**src/rtl/hog_pkg.sv**
```systemverilog
// Shared constants and FSM encoding for the HOG feature-buffer sequencer.
package hog_pkg;

  localparam int HOG_BLOCK_LEN  = 36;
  localparam int HOG_NUM_BLOCKS = 105;
  localparam int HOG_FEAT_LEN   = HOG_BLOCK_LEN * HOG_NUM_BLOCKS;
  localparam int HOG_ADDR_W     = 12;

  localparam logic [2:0] HOG_ST_IDLE = 3'd0;
  localparam logic [2:0] HOG_ST_FILL = 3'd1;
  localparam logic [2:0] HOG_ST_GAP  = 3'd2;
  localparam logic [2:0] HOG_ST_READ = 3'd3;
  localparam logic [2:0] HOG_ST_DONE = 3'd4;

  typedef enum logic [2:0] {
    ST_IDLE = HOG_ST_IDLE,
    ST_FILL = HOG_ST_FILL,
    ST_GAP  = HOG_ST_GAP,
    ST_READ = HOG_ST_READ,
    ST_DONE = HOG_ST_DONE
  } hog_state_e;

endpackage

```
**src/rtl/hog_rd_stream.sv**
```systemverilog
// Feature read-out streamer: walks the buffer address space over a
// valid/ready handshake, holding the address while the consumer stalls.
module hog_rd_stream
  import hog_pkg::*;
#(
  parameter int FEAT_LEN = HOG_FEAT_LEN,
  parameter int ADDR_W   = HOG_ADDR_W
) (
  input  logic              clk_i,
  input  logic              rst_ni,
  input  logic              en_i,
  input  logic              ready_i,
  output logic [ADDR_W-1:0] addr_o,
  output logic              valid_o,
  output logic              last_o,
  output logic              fire_o
);

  localparam logic [ADDR_W-1:0] LAST_ADDR = ADDR_W'(FEAT_LEN - 1);

  logic [ADDR_W-1:0] addr_q, addr_d;
  logic              valid_q, valid_d;

  assign addr_o  = addr_q;
  assign valid_o = valid_q;
  assign last_o  = valid_q && (addr_q == LAST_ADDR);
  assign fire_o  = valid_q && ready_i;

  // Valid rises one cycle after enable and drops after the final handshake;
  // the address parks at zero whenever the stream is not enabled.
  always_comb begin
    addr_d  = addr_q;
    valid_d = en_i && !(fire_o && last_o);
    if (!en_i) begin
      addr_d = '0;
    end else if (fire_o) begin
      addr_d = addr_q + 1'b1;
    end
  end

  // Address counter and valid flag.
  always_ff @(posedge clk_i or negedge rst_ni) begin
    if (!rst_ni) begin
      addr_q  <= '0;
      valid_q <= 1'b0;
    end else begin
      addr_q  <= addr_d;
      valid_q <= valid_d;
    end
  end

endmodule

```
**src/rtl/hog_buffer_sequencer.sv**
```systemverilog
// Frame controller for the HOG feature buffer: accepts normalised blocks,
// strobes them into the buffer, then streams all features to the SVM MAC.
module hog_buffer_sequencer
  import hog_pkg::*;
#(
  parameter int BLOCK_LEN  = HOG_BLOCK_LEN,
  parameter int NUM_BLOCKS = HOG_NUM_BLOCKS,
  parameter int ADDR_W     = HOG_ADDR_W
) (
  input  logic              iClk,
  input  logic              iRst_n,
  input  logic              iStart,
  input  logic              iAbort,
  input  logic              iBlkValid,
  output logic              oBlkReady,
  output logic              oWR,
  output logic [ADDR_W-1:0] oWrBase,
  output logic [ADDR_W-1:0] oRdAddr,
  output logic              oRdValid,
  input  logic              iRdReady,
  output logic              oLast,
  output logic              oBusy,
  output logic              oDONE
);

  localparam int               FEAT_LEN = BLOCK_LEN * NUM_BLOCKS;
  localparam int               CNT_W    = $clog2(NUM_BLOCKS + 1);
  localparam logic [CNT_W-1:0] LAST_BLK = CNT_W'(NUM_BLOCKS);

  // Block base address as shift-add: blk*36 = blk*32 + blk*4 (BLOCK_LEN = 36).
  function automatic logic [ADDR_W-1:0] blk_base(input logic [CNT_W-1:0] blk);
    logic [ADDR_W-1:0] b;
    b = ADDR_W'(blk);
    return (b << 5) + (b << 2);
  endfunction

  hog_state_e        state_q, state_d;
  logic [CNT_W-1:0]  blk_cnt_q, blk_cnt_d;
  logic              wr_q;
  logic [ADDR_W-1:0] wr_base_q, wr_base_d;
  logic              accept;
  logic              rd_en;
  logic              rd_fire;
  logic              rd_last;

  // Abort suppresses readiness so a block offered in the abort cycle is not consumed.
  assign oBlkReady = (state_q == ST_FILL) && !iAbort;
  assign accept    = oBlkReady && iBlkValid;
  assign rd_en     = (state_q == ST_READ) && !iAbort;

  assign oWR     = wr_q;
  assign oWrBase = wr_base_q;
  assign oBusy   = (state_q != ST_IDLE);
  assign oDONE   = (state_q == ST_DONE);
  assign oLast   = rd_last;

  hog_rd_stream #(
    .FEAT_LEN (FEAT_LEN),
    .ADDR_W   (ADDR_W)
  ) u_rd_stream (
    .clk_i   (iClk),
    .rst_ni  (iRst_n),
    .en_i    (rd_en),
    .ready_i (iRdReady),
    .addr_o  (oRdAddr),
    .valid_o (oRdValid),
    .last_o  (rd_last),
    .fire_o  (rd_fire)
  );

  // Next-state and block-counter logic; abort overrides every transition.
  always_comb begin
    state_d   = state_q;
    blk_cnt_d = blk_cnt_q;
    wr_base_d = accept ? blk_base(blk_cnt_q) : wr_base_q;
    if (iAbort) begin
      state_d   = ST_IDLE;
      blk_cnt_d = '0;
    end else begin
      unique case (state_q)
        ST_IDLE: begin
          if (iStart) begin
            state_d   = ST_FILL;
            blk_cnt_d = '0;
          end
        end
        ST_FILL: begin
          if (accept) begin
            state_d   = ST_GAP;
            blk_cnt_d = blk_cnt_q + 1'b1;
          end
        end
        ST_GAP: begin
          state_d = (blk_cnt_q == LAST_BLK) ? ST_READ : ST_FILL;
        end
        ST_READ: begin
          if (rd_fire && rd_last) begin
            state_d = ST_DONE;
          end
        end
        ST_DONE: begin
          state_d   = ST_IDLE;
          blk_cnt_d = '0;
        end
        default: begin
          state_d   = ST_IDLE;
          blk_cnt_d = '0;
        end
      endcase
    end
  end

  // State, block counter and the registered write strobe/base.
  always_ff @(posedge iClk or negedge iRst_n) begin
    if (!iRst_n) begin
      state_q   <= ST_IDLE;
      blk_cnt_q <= '0;
      wr_q      <= 1'b0;
      wr_base_q <= '0;
    end else begin
      state_q   <= state_d;
      blk_cnt_q <= blk_cnt_d;
      wr_q      <= accept;
      wr_base_q <= wr_base_d;
    end
  end

endmodule

```
**config.mk**
```make
export PLATFORM = sky130hd
export DESIGN_NAME = hog_buffer_sequencer
export DESIGN_NICKNAME = d
export VERILOG_FILES = /design/src/rtl/hog_pkg.sv /design/src/rtl/hog_rd_stream.sv /design/src/rtl/hog_buffer_sequencer.sv
export SDC_FILE = /design/constraint.sdc
export NUM_CORES = 1
export LEC_CHECK = 0
export CAP_MARGIN = 40
export CORE_ASPECT_RATIO = 0.5
export CORE_MARGIN = 1.5
export CORE_UTILIZATION = 56
export CTS_CLUSTER_DIAMETER = 150
export DETAILED_ROUTE_END_ITERATION = 6
export PLACE_DENSITY = 0.86
export SYNTH_ARGS = -nofsm -noshare
export SYNTH_HDL_FRONTEND = slang
export SYNTH_HIERARCHICAL = 1
export SYNTH_SLANG_ARGS = --single-unit
```
**constraint.sdc**
```tcl
create_clock -name iClk -period 4.79 [get_ports iClk]
set_input_delay 1.437 -clock iClk [delete_from_list [all_inputs] [get_ports iClk]]
set_output_delay 1.437 -clock iClk [all_outputs]
set_load 0.01 [all_outputs]
```
; ---- Word-level counts from Yosys, hierarchy flattened
; Index checks and enable logic that the tools add are counted.
; Widths: inputs -> output; s select.
[word_totals]
ff_bits = 36
wordCells = 46
output_inout_bits = 30
[classes]
n_addsub = 3
reduce_logical = 14
muxes = 12
n_eq_ne = 11
[ops]
columns = cell, count
row1 = $mux 12, 2
row2 = $mux 7, 3
row3 = $pmux 7 s3, 1
row4 = $add 12x1->12 const B, 1
row5 = $add 12x9->12, 1
row6 = $eq 12x12->1 const B, 1
row7 = $mux 3, 4
row8 = $pmux 3 s4, 1
row9 = $add 7x1->7 const B, 1
row10 = $eq 7x7->1 const B, 1
row11 = $logic_and 1x1->1, 7
row12 = $eq 3x2->1 const B, 2
row13 = $ne 3x3->1 const B, 2
row14 = $reduce_and 3->1, 2
row15 = $eq 3x1->1 const B, 1
row16 = $eq 3x3->1 const B, 1
row17 = $logic_not 3->1, 1
row18 = $ne 3x2->1 const B, 1
row19 = $reduce_bool 3->1, 1
row20 = $logic_not 1->1, 2
row21 = $mux 2, 1
row22 = $ne 2x1->1 const B, 1
row23 = $ne 2x2->1 const B, 1
row24 = $reduce_or 2->1, 1

; ---- Logic depth before layout (Yosys ltp)
; Gate-level depths: netlist (run 1).
[logic_depth]
word_depth = 6
depth_mapped = 8

; ---- By module
; Netlist (run 1), hierarchy kept.
[modules_own_cells]
columns = mod, cells_per_inst, n_inst, area_per_inst_um2, seq_area_each_um2
row1 = hog_buffer_sequencer, 130, 1, 1231.2, 525.5
row2 = hog_rd_stream, 70, 1, 676.9, 325.3

; ---- Least setup slack after synthesis (run 1)
; Ideal clock, no wire load.
[synth_timing]
path_kind = input to output
start = input port iAbort
end = output port oBlkReady
slack_ps = 1336
required_ps = 3353
path_buffers = 0
arrival_time_ps = 2017
stages = 2
path_cell_list = or4b_4 -> inv_2
[synth_via]
elab_chain_len = 2
[synth_lines]
columns = element, line
row1 = from (decl), hog_buffer_sequencer.sv:13  ; input logic iAbort,
row2 = $logic_not 1->1, hog_buffer_sequencer.sv:47  ; assign oBlkReady = (state_q == ST_FILL) && !iAbort;
row3 = $logic_and 1x1->1, hog_buffer_sequencer.sv:47
row4 = to (decl), hog_buffer_sequencer.sv:15  ; output logic oBlkReady,
; No other way between the ends.

; ---- Final worst setup path (run 1)
; Same ends and word-level chain as after synthesis.

==> results of run 1 <==
-- metrics by stage --
stage                     total power [uW]  setup slack [ns]  instances  cell area, um^2
after floorplan                      324.0             1.336        201             1912
after global placement               343.4            0.3467        267             2235
after detailed placement             345.0            0.3247        267             2235
after CTS                            563.7            0.3253        275             2326
after global routing                 576.6            0.2908        275             2326
final                                559.2            0.3223        275             2326
-- worst paths after layout --
check | end | slack, ns | cells after the start
min in group asynchronous | u_rd_stream/addr_o[6] | 1.55 | 2
worst max-delay path | oBlkReady | 0.32 | 4
worst max register to register | oWrBase[11] | 2.82 | 6
worst min-delay path | oWrBase[7] | 0.48 | 2
worst min register to register | oWrBase[7] | 0.48 | 2
max in group asynchronous | blk_cnt_q[4] | 2.93 | 2
-- critical path: cells and delay by family --
| kind | cells | cell delay (ns) |
|---|---|---|
| buf+inv | 3 | 1.08 |
| simple gates | 1 | 0.52 |
-- registers in the layout, indices dropped and copies added (netlist names) --
name,flops
state_q,3
oWrBase,10
u_rd_stream/valid_o,1
u_rd_stream/addr_o,12
oWR,1
blk_cnt_q,7
-- placed cells by master (no fill, tap or decap), types with 3 or more instances in the layout --
cell type	netlist	final
sky130_fd_sc_hd__nand2_1	27	27
sky130_fd_sc_hd__o21ai_2	4	4
sky130_fd_sc_hd__inv_1	9	9
sky130_fd_sc_hd__nand3_1	7	7
sky130_fd_sc_hd__clkbuf_8	0	6
sky130_fd_sc_hd__xor2_1	3	3
sky130_fd_sc_hd__xnor2_1	3	3
sky130_fd_sc_hd__dfrtp_1	34	34
sky130_fd_sc_hd__nor2_1	8	8
sky130_fd_sc_hd__a21oi_1	13	13
sky130_fd_sc_hd__clkdlybuf4s50_1	0	33
sky130_fd_sc_hd__nand2_2	3	3
sky130_fd_sc_hd__o31ai_1	5	5
sky130_fd_sc_hd__nand4_1	6	6
sky130_fd_sc_hd__and3_1	3	3
sky130_fd_sc_hd__or3_1	4	4
sky130_fd_sc_hd__o21ai_0	13	13
sky130_fd_sc_hd__or4_1	5	5
sky130_fd_sc_hd__ha_1	7	7
sky130_fd_sc_hd__o21a_1	3	3
-- where the power goes --
part / switching [uW] / total [uW] / leakage [uW] / internal, uW
registers: 5.24 / 297 / 0.000472 / 291
logic: 23.7 / 42.4 / 0.000424 / 18.8
clock network: 104 / 220 / 0.0000482 / 116
-- logic make-up (layout without fill, tap and decap cells) --
kind of cell | after synthesis | after routing | synth area share, %
simple gates | 80 | 80 | 23.08
compound gates | 50 | 50 | 17.12
flops | 34 | 34 | 44.59
buf+inv | 19 | 53 | 5.573
fa+ha+maj | 8 | 8 | 5.639
xor+xnor | 6 | 6 | 2.755
mux | 2 | 2 | 1.049
other cells | 1 | 2 | 0.1965
-- layout make-up --
type | count | area share, %
inverters | 11 | 1.775
well taps | 40 | 2.152
clock buffers | 7 | 3.712
clock inverters | 1 | 0.2152
multi-input cells | 148 | 41.04
repair buffers | 34 | 14.52
flip-flops and latches | 34 | 36.58
-- routing by layer --
layer | vias to the layer above | track usage, % | part of all wire (%)
li1 | 785 | - | -
met1 | 799 | 29.31 | 46
met2 | 49 | 40.47 | 47
met3 | 11 | 5.224 | 4.5
met4 | 0 | 12.58 | 2.3
met5 | - | 0 | 0
==> impl_metrics.prom, run 1 <==
# TYPE chip_impl_metric gauge
chip_impl_info{name="run_status",value="finished with violations"} 1
chip_impl_info{name="violations",value="DRC"} 1
chip_impl_info{name="cts_tree",value="built"} 1
chip_impl_info{name="post_synth_most_frequent_cells",value="sky130_fd_sc_hd__dfrtp_1 (34), sky130_fd_sc_hd__nand2_1 (27), sky130_fd_sc_hd__a21oi_1 (13), sky130_fd_sc_hd__o21ai_0 (13), sky130_fd_sc_hd__inv_1 (9)"} 1
chip_impl_metric{name="clk-insertion-delay-late",unit="ns"} 0.29
chip_impl_metric{name="firstDrtPassIters",unit=""} 6
chip_impl_info{name="post-synth-top-count-cell",value="sky130_fd_sc_hd__dfrtp_1"} 1
chip_impl_metric{name="global_route.overflow_total",unit=""} 0
chip_impl_metric{name="dieWidth",unit="um"} 85.55
chip_impl_metric{name="timing.hold.ws",unit="ns"} 0.4753
chip_impl_metric{name="fmaxAchievable",unit="GHz"} 0.2238
chip_impl_metric{name="die_h",unit="um"} 44.28
chip_impl_metric{name="post-cts-setup-buffers",unit=""} 0
chip_impl_metric{name="finish.utilization",unit="%"} 74.60
chip_impl_metric{name="multi_input_gate_area_in_the_final_layout",unit="um^2"} 954.7
chip_impl_metric{name="layout_worst_path_cycle_share",unit="%"} 93.27
chip_impl_metric{name="vias_per_cell",unit=""} 5.978
chip_impl_metric{name="synth_seq_area_share",unit="%"} 44.59
chip_impl_info{name="worstSetupStartpoint",value="iAbort"} 1
chip_impl_info{name="synth_largest_area_cell",value="sky130_fd_sc_hd__dfrtp_1"} 1
chip_impl_info{name="timing.setup.critical_path_class",value="in2out"} 1
chip_impl_metric{name="synthesis.area_per_instance",unit="um^2"} 9.540
chip_impl_metric{name="pin_count",unit=""} 36
chip_impl_metric{name="final_nets",unit=""} 248
chip_impl_metric{name="ys_seq_elements",unit=""} 34
chip_impl_metric{name="final.setup_skew",unit="ns"} 0.006384
chip_impl_metric{name="antenna_cells_inserted",unit=""} 0
chip_impl_metric{name="netlist_area",unit="um^2"} 1908
chip_impl_info{name="crit_path_cell_chain",value="clkdlybuf4s50_1 > or4b_4 > inv_2 > clkdlybuf4s50_1"} 1
chip_impl_metric{name="antenna_found_initial",unit=""} 0
chip_impl_metric{name="powerDensity",unit="nW/um^2"} 240.4
chip_impl_info{name="worstReg2RegStart",value="state_q[1]"} 1
chip_impl_info{name="worst_hold_path_type",value="reg2reg"} 1
chip_impl_metric{name="groute.usage.overall",unit="%"} 23.75
chip_impl_info{name="worst_path_max_delay_cell",value="sky130_fd_sc_hd__clkdlybuf4s50_1"} 1
chip_impl_metric{name="htreeDepth",unit=""} 2
chip_impl_metric{name="clock_sinks",unit=""} 34
chip_impl_info{name="clockRootBuffer",value="sky130_fd_sc_hd__clkbuf_8"} 1
chip_impl_metric{name="finalSetupViolations",unit=""} 0
chip_impl_metric{name="hold_viol",unit=""} 0
chip_impl_metric{name="post_cts_hold_buffer_count",unit=""} 0
chip_impl_info{name="critPathLaunchType",value="input port"} 1
chip_impl_metric{name="asyncSetResetFlopFracSynth",unit="%"} 100.0
chip_impl_metric{name="first_global_vias",unit=""} 1540
chip_impl_info{name="setup.worst_path.end_class",value="output pin"} 1
chip_impl_metric{name="final_antenna_net_count",unit=""} 0
chip_impl_metric{name="clk_pin_slew_worst_paths",unit="ns"} 0.07
chip_impl_metric{name="rows",unit=""} 14
chip_impl_metric{name="yosys_warnings",unit=""} 6
chip_impl_info{name="rsz0062_at_grt",value="no"} 1
chip_impl_metric{name="dp.final_hpwl",unit="um"} 2822
chip_impl_metric{name="layout-drive-gt1-share",unit="%"} 9.362
chip_impl_metric{name="fillerInstances",unit=""} 248
chip_impl_metric{name="routed_wl",unit="um"} 4102
chip_impl_metric{name="layout_min_cycle_time",unit="ns"} 4.468
chip_impl_metric{name="post_synth_num_cell_types",unit=""} 51
chip_impl_metric{name="worst-endpoint-required",unit="ns"} 3.35
chip_impl_info{name="crit_path_frequent_cell",value="sky130_fd_sc_hd__clkdlybuf4s50_1"} 1
chip_impl_info{name="yosys_most_used_dff",value="sky130_fd_sc_hd__dfrtp_1"} 1
chip_impl_metric{name="drt_iter0_drc",unit=""} 169
chip_impl_metric{name="totalNegativeSetupSlack",unit="ns"} 0
chip_impl_metric{name="vdd_drop_max",unit="uV"} 162.7
chip_impl_metric{name="post_synth_top_area_share",unit="%"} 44.59
chip_impl_metric{name="number_of_buffers_added_by_the_clock_tree_synthesis_step",unit=""} 5
chip_impl_metric{name="cts_repair_resize_count",unit=""} 0
chip_impl_info{name="yosys-top-cells-area",value="sky130_fd_sc_hd__dfrtp_1 (45%), sky130_fd_sc_hd__nand2_1 (5.3%), sky130_fd_sc_hd__ha_1 (4.6%)"} 1
chip_impl_metric{name="critPathMaxFanout",unit=""} 4
chip_impl_metric{name="register_area",unit="um^2"} 850.8
chip_impl_metric{name="p_leak",unit="uW"} 0.0009444
chip_impl_metric{name="worstPathArrival",unit="ns"} 3.03
chip_impl_info{name="min-delay-start",value="oWrBase[7]"} 1
chip_impl_metric{name="cts_buffer_depth",unit=""} 2
chip_impl_metric{name="critPathMaxStageDelay",unit="ns"} 0.53
chip_impl_metric{name="final_max_slew_viol_count",unit=""} 0
chip_impl_metric{name="gp_routability_congestion",unit=""} 0.8586
chip_impl_metric{name="max-cap-violations",unit=""} 0
chip_impl_metric{name="port-buffer-count",unit=""} 33
chip_impl_metric{name="floorplan.initialDensity",unit="%"} 61.20
chip_impl_metric{name="route.detailed.wl_per_inst",unit="um"} 14.92
chip_impl_metric{name="detail_route.drc_violations",unit=""} 4
chip_impl_metric{name="grt_first_pass_wirelength",unit="um"} 6817
chip_impl_metric{name="largest_net_degree_at_the_start_of_global_routing",unit=""} 35
chip_impl_metric{name="area_delta_synth_final",unit="%"} 21.90
chip_impl_metric{name="routed-via-count",unit=""} 1644
chip_impl_metric{name="fp.dieArea",unit="um^2"} 3788
chip_impl_metric{name="synthesis.instances",unit=""} 200
chip_impl_metric{name="core_region_area",unit="um^2"} 3118
chip_impl_metric{name="synth-edff-count",unit=""} 0
(Power assumes the default switching activity.)
==> run 2, diff against run 1 <==
- SLEW_MARGIN: unset -> 20
==> results of run 2 <==
The final DEF is identical to that of run 1; final timing and power are the same.
==> RTL change 1, RTL diff (config.mk and constraints of run 2) <==
`addr_q` no longer has a reset.
--- a/src/rtl/hog_rd_stream.sv
+++ b/src/rtl/hog_rd_stream.sv
@@ -43,6 +43,4 @@
     if (!rst_ni) begin
-      addr_q  <= '0;
       valid_q <= 1'b0;
     end else begin
-      addr_q  <= addr_d;
       valid_q <= valid_d;
@@ -51,2 +49,6 @@
 
+  always_ff @(posedge clk_i) begin
+    addr_q <= addr_d;
+  end
+
 endmodule
Behaviour: no difference found for any inputs over 10 cycles, from zero or initial values and one cycle with iRst_n low; that may be too few to reach the edited logic, so the function may still have changed.
==> RTL change 1 against run 2 <==
- design area shrank 2.9%
- total power fell by 4.2%
- final cell count fell by 0.36%
- sequential cell count did not move
- register-to-register slack improved by 0.04 ns
- area after synthesis shrank 2.4%
- wire length shrank 7.5%
- setup slack lost 0.012 ns
- largest cell class unchanged
==> RTL change 1: results (changes against run 2) <==
| Metric | Value |
|---|---|
| Layout Cells excl Fill | 274 (-0.36%) |
| Initial antenna violation count | 0 (unchanged) |
| Synth Area per Inst | 9.27 um2 (-2.8%) |
| HP Class | reg2reg |
| Port Buffer Count | 33 (unchanged) |
| FILL cells | 233 (-6.0%) |
| WHS Endpoint | oWrBase[4] |
| HPWL after DPL | 2.70 mm (-4.2%) |
| Clock transition at the registers of the reported paths | 0.07 ns (about the same) |
| DRT Wirelength | 3.80 mm (-7.5%) |
| Post-CTS sizing | 0 (unchanged) |
| Tot GR Track Use | 22.3% (-1.4 points) |
| Max reg flops | 12 (unchanged) |
| Pleak | 0.000862 uW (-8.7%) |
| Reg2reg path depth | 6 (unchanged) |
| FF-to-FF End | oWrBase[11] |
| Later-pin clock latency in the skew report | 0.28 ns |
| Number of library cell types mapped by synthesis | 50 (-2.0%) |
| CTS max path bufs | 2 (unchanged) |
| Hold path start | oWrBase[4] |
| Yosys Warn Count | 6 (unchanged) |
| First-pass GRT wire length | 6.42 mm (-5.8%) |
| First-pass detailed-route iteration total | 4 (-2) |
| Post-CTS Setup Bufs | 0 (unchanged) |
| Worst Hold Depth | 2 (unchanged) |
| Fraction of registers with async set/reset | 64.7% (-35 points) |
| Sequential share of the synthesized area | 42.4% (-2.1 points) |
| Synth area leaders | dfrtp_1 30%, dfxtp_1 13%, nand2_1 6.0%, ha_1 4.7%, a21oi_1 3.5% |
| Status | finished, final reports clean |
| RR Startpoint | state_q[1] |
| Relative slew slack | 58.2% |
| DR vias/cell | 5.70 (-4.7%) |
| Largest net degree at the start of global routing | 21 (-40%) |
| Worst Path Max Fanout | 4 (unchanged) |
| Worst EP arrival | 3.04 ns (about the same) |
| FF-to-FF setup slack | 2.86 ns (+0.04 ns) |
| CTS root buf | clkbuf_8 |
| Fraction of layout cells with a size suffix above 1 | 8.12% (-1.2 points) |
| CTS Buf Count | 5 (unchanged) |
| Post-synth top cells | 30 x nand2_1, 22 x dfrtp_1, 13 x a21oi_1, 13 x o21ai_0, 12 x dfxtp_1 |
| Number of global-route vias before repair | 1,455 (-5.5%) |
| H-tree depth | 2 (unchanged) |
| VDD IR-drop max | 0.000165 V (+1.6%) |
| Layout Nets | 247 (-0.40%) |
| Antenna Cells | 0 (unchanged) |
| DRT iter0 DRCs | 113 (-33%) |
| Main synth FF type | dfrtp_1 |
| GPL Wtd Cong | 0.796 (-7.3%) |
| Clock Skew | 0.00570 ns (-0.000679 ns) |
-- RTL change 1: cell types whose count changed in the layout (fill, tap and decap cells not counted), moves of 3 or more --
cell,change
dfrtp_1,-12
nand4_1,-3
dfxtp_1,+12
nand3_1,-3
nand2_1,+3
-- RTL change 1: kinds of logic after synthesis --
family | count (synthesis) | share of synthesized area, %
compound gates | 48 | 16.7
fa+ha+maj | 8 | 5.78
flops | 34 | 42.4
buf+inv | 21 | 6.51
simple gates | 80 | 24.0
other cells | 1 | 0.201
mux | 3 | 1.61
xor+xnor | 6 | 2.82
-- RTL change 1: cell type report --
type | instances | share of cell area [%]
multi-input combinational | 147 | 42.3
sequential | 34 | 35.0
timing repair buffer | 34 | 15.1
clock buffer | 8 | 3.55
tap | 40 | 2.22
inverter | 11 | 1.83
-- RTL change 1: layer usage --
| metal | global-route usage [%] | vias to the layer above | wire [um] |
|---|---|---|---|
| li1 | - | 777 | - |
| met1 | 28.6 | 740 | 1730 |
| met2 | 37.8 | 42 | 1850 |
| met3 | 5.71 | 2 | 205 |
| met4 | 7.74 | 0 | 18 |
| met5 | 0 | - | 0 |
-- RTL change 1: power by group --
| group | switching, uW | internal [uW] | total [uW] |
|---|---|---|---|
| registers | 5.25 | 290 | 295 |
| logic | 20.7 | 19.1 | 39.8 |
| clock network | 97.3 | 103 | 201 |
| total | 123 | 412 | 535 |
-- RTL change 1: how the worst max path moves through the flow --
stage,cells after the start,slack [ns],end,from
after floorplan,2,1.34,oBlkReady,iAbort
after global placement,4,0.32,oBlkReady,iAbort
after detailed placement,4,0.32,oBlkReady,iAbort
after CTS,4,0.32,oBlkReady,iAbort
after global routing,4,0.26,oBlkReady,iAbort
final,4,0.31,oBlkReady,iAbort
-- RTL change 1: stage by stage --
stage,cell area [um2],setup WS (ns),total power (uW),hold slack (ns)
2_1_floorplan,1870,1.34,323,0.498
3_3_place_gp,2170,0.325,339,0.457
3_5_place_dp,2180,0.317,341,0.462
4_1_cts,2260,0.317,543,0.479
5_1_grt,2260,0.263,560,0.509
6_report,2260,0.310,535,0.474
-- RTL change 1: critical path, cell delays in order --
cell,delay [ns]
clkdlybuf4s50_1,0.47
or4b_4,0.53
inv_2,0.08
clkdlybuf4s50_1,0.53
==> RTL change 2, RTL diff (config.mk and constraints of run 2) <==
Made on the original files. Set the package constant `HOG_BLOCK_LEN` to 27 (it was 36).
--- a/src/rtl/hog_pkg.sv
+++ b/src/rtl/hog_pkg.sv
@@ -3,3 +3,3 @@
 
-  localparam int HOG_BLOCK_LEN  = 36;
+  localparam int HOG_BLOCK_LEN  = 27;
   localparam int HOG_NUM_BLOCKS = 105;
Formal check against the unedited RTL: same outputs for any inputs over 10 cycles, from zero or initial values and one cycle with iRst_n low; that may be too few to reach the edited logic, so the function may still have changed.
==> RTL change 2 against run 2 <==
- design area grew 2.4%
- largest cell class unchanged
- critical path type unchanged
- sequential share of layout area decreased by 0.85 points
- total power is 6.3% higher
- non-clock buffer count is the same
- area after synthesis increased by 2.0%
- synthesized cell count shrank 0.50%
- core utilization up 0.92 points
- register-to-register slack is essentially flat
- setup slack lost 0.022 ns
- clock skew shrank 0.0018 ns
- via count decreased by 5.5%
- wire length decreased by 2.1%
- sequential cell count did not move
- final cell count decreased by 0.36%
==> RTL change 2: results (changes against run 2) <==
| Metric | Value |
|---|---|
| VDD IR-drop max | 0.000216 V (+33%) |
| Post-synth top cells | 34 x dfrtp_1, 30 x nand2_1, 12 x and2_1, 10 x o21ai_0 |
| HPWL after DPL | 2.78 mm (-1.4%) |
| Synth area leaders | dfrtp_1 44%, nand2_1 5.8%, ha_1 5.1%, xnor2_1 4.1%, and2_1 3.9% |
| FILL cells | 220 (-11%) |
| Clock Skew | 0.00454 ns (-0.00185 ns) |
| Pleak | 0.00107 uW (+13%) |
| Number of library cell types mapped by synthesis | 50 (-2.0%) |
| Relative slew slack | 66.5% |
| Tot GR Track Use | 23.4% (-0.35 points) |
| First-pass GRT wire length | 6.73 mm (-1.2%) |
| Status | finished, final reports clean |
| WL/cell | 14.6 um (-1.8%) |
| Fraction of layout cells with a size suffix above 1 | 9.83% (+0.47 points) |
| Via count | 1,554 (-5.5%) |
| Number of global-route vias before repair | 1,489 (-3.3%) |
| Worst EP arrival | 3.05 ns (+0.02 ns) |
| Sequential share of the synthesized area | 43.7% (-0.86 points) |
| Fraction of registers with async set/reset | 100% (unchanged) |
| Clock transition at the registers of the reported paths | 0.06 ns |
| CTS Buf Count | 5 (unchanged) |
| First-pass detailed-route iteration total | 4 (-2) |
| DRT iter0 DRCs | 77 (-54%) |
| Post-CTS Setup Bufs | 0 (unchanged) |
| GPL Wtd Cong | 0.807 (-6.0%) |
| Post-CTS sizing | 0 (unchanged) |
RTL change 2: cell count changes in the layout (fill, tap and decap cells not counted), sizes merged, moves of 4 or more:
| cell | before | now |
|---|---|---|
| a21oi | 13 | 4 |
| and2 | 2 | 12 |
| xnor2 | 3 | 9 |
| o31ai | 6 | 1 |
| or3 | 6 | 2 |
| or4 | 5 | 0 |
RTL change 2: layout make-up:
cell class	instances	area, um2	share of cell area (%)
multi-input combinational	147	992	41.7
sequential	34	851	35.7
timing repair buffer	34	338	14.2
clock buffer	5	68.8	2.89
tap	40	50.0	2.10
inverter	11	41.3	1.73
clock inverter	3	40.0	1.68
RTL change 2: through the flow:
stage	hold slack, ns	worst slack (ns)	instances	cell area (um2)
floorplan	0.508	1.34	200	1950
global placement	0.459	0.349	266	2270
detailed placement	0.461	0.316	266	2270
CTS	0.478	0.309	274	2380
global route	0.506	0.276	274	2380
finish	0.475	0.300	274	2380
RTL change 2: final timing paths:
kind                            start     endpoint  slack, ns
setup / recovery               iAbort    oBlkReady       0.30
hold / removal             oWrBase[2]   oWrBase[2]       0.48
setup reg to reg           state_q[1]  oWrBase[11]       2.82
hold reg to reg            oWrBase[2]   oWrBase[2]       0.48
max in group asynchronous      iRst_n          oWR       2.91
min in group asynchronous      iRst_n   oWrBase[8]       1.57
RTL change 2: worst max-delay path, cell delays in order:
cell	delay, ns
clkdlybuf4s50_1	0.47
or4b_4	0.53
inv_2	0.08
clkdlybuf4s50_1	0.53
RTL change 2: cells by family after synthesis:
logic type	count (synthesis)	synth area share, %
adders and majority gates	9	6.17
and+or+nand+nor	86	24.9
muxes	2	1.03
AOI/OAI and AO/OA	34	12.2
other	1	0.193
xor gates and xnor gates	14	6.30
DFF	34	43.7
buffers and inverters	19	5.47
RTL change 2: report_power, final:
part	internal, uW	switching (uW)	total, uW
registers	291	5.15	297
clock network	153	103	256
logic	18.8	23.2	42.0
RTL change 2: routing by layer:
metal	share of wire (%)	track usage [%]	wire, um
met2	48	40.3	1930
met4	1.4	11.0	58
met1	46	27.7	1840
met3	4.7	7.09	188
met5	0	0	0
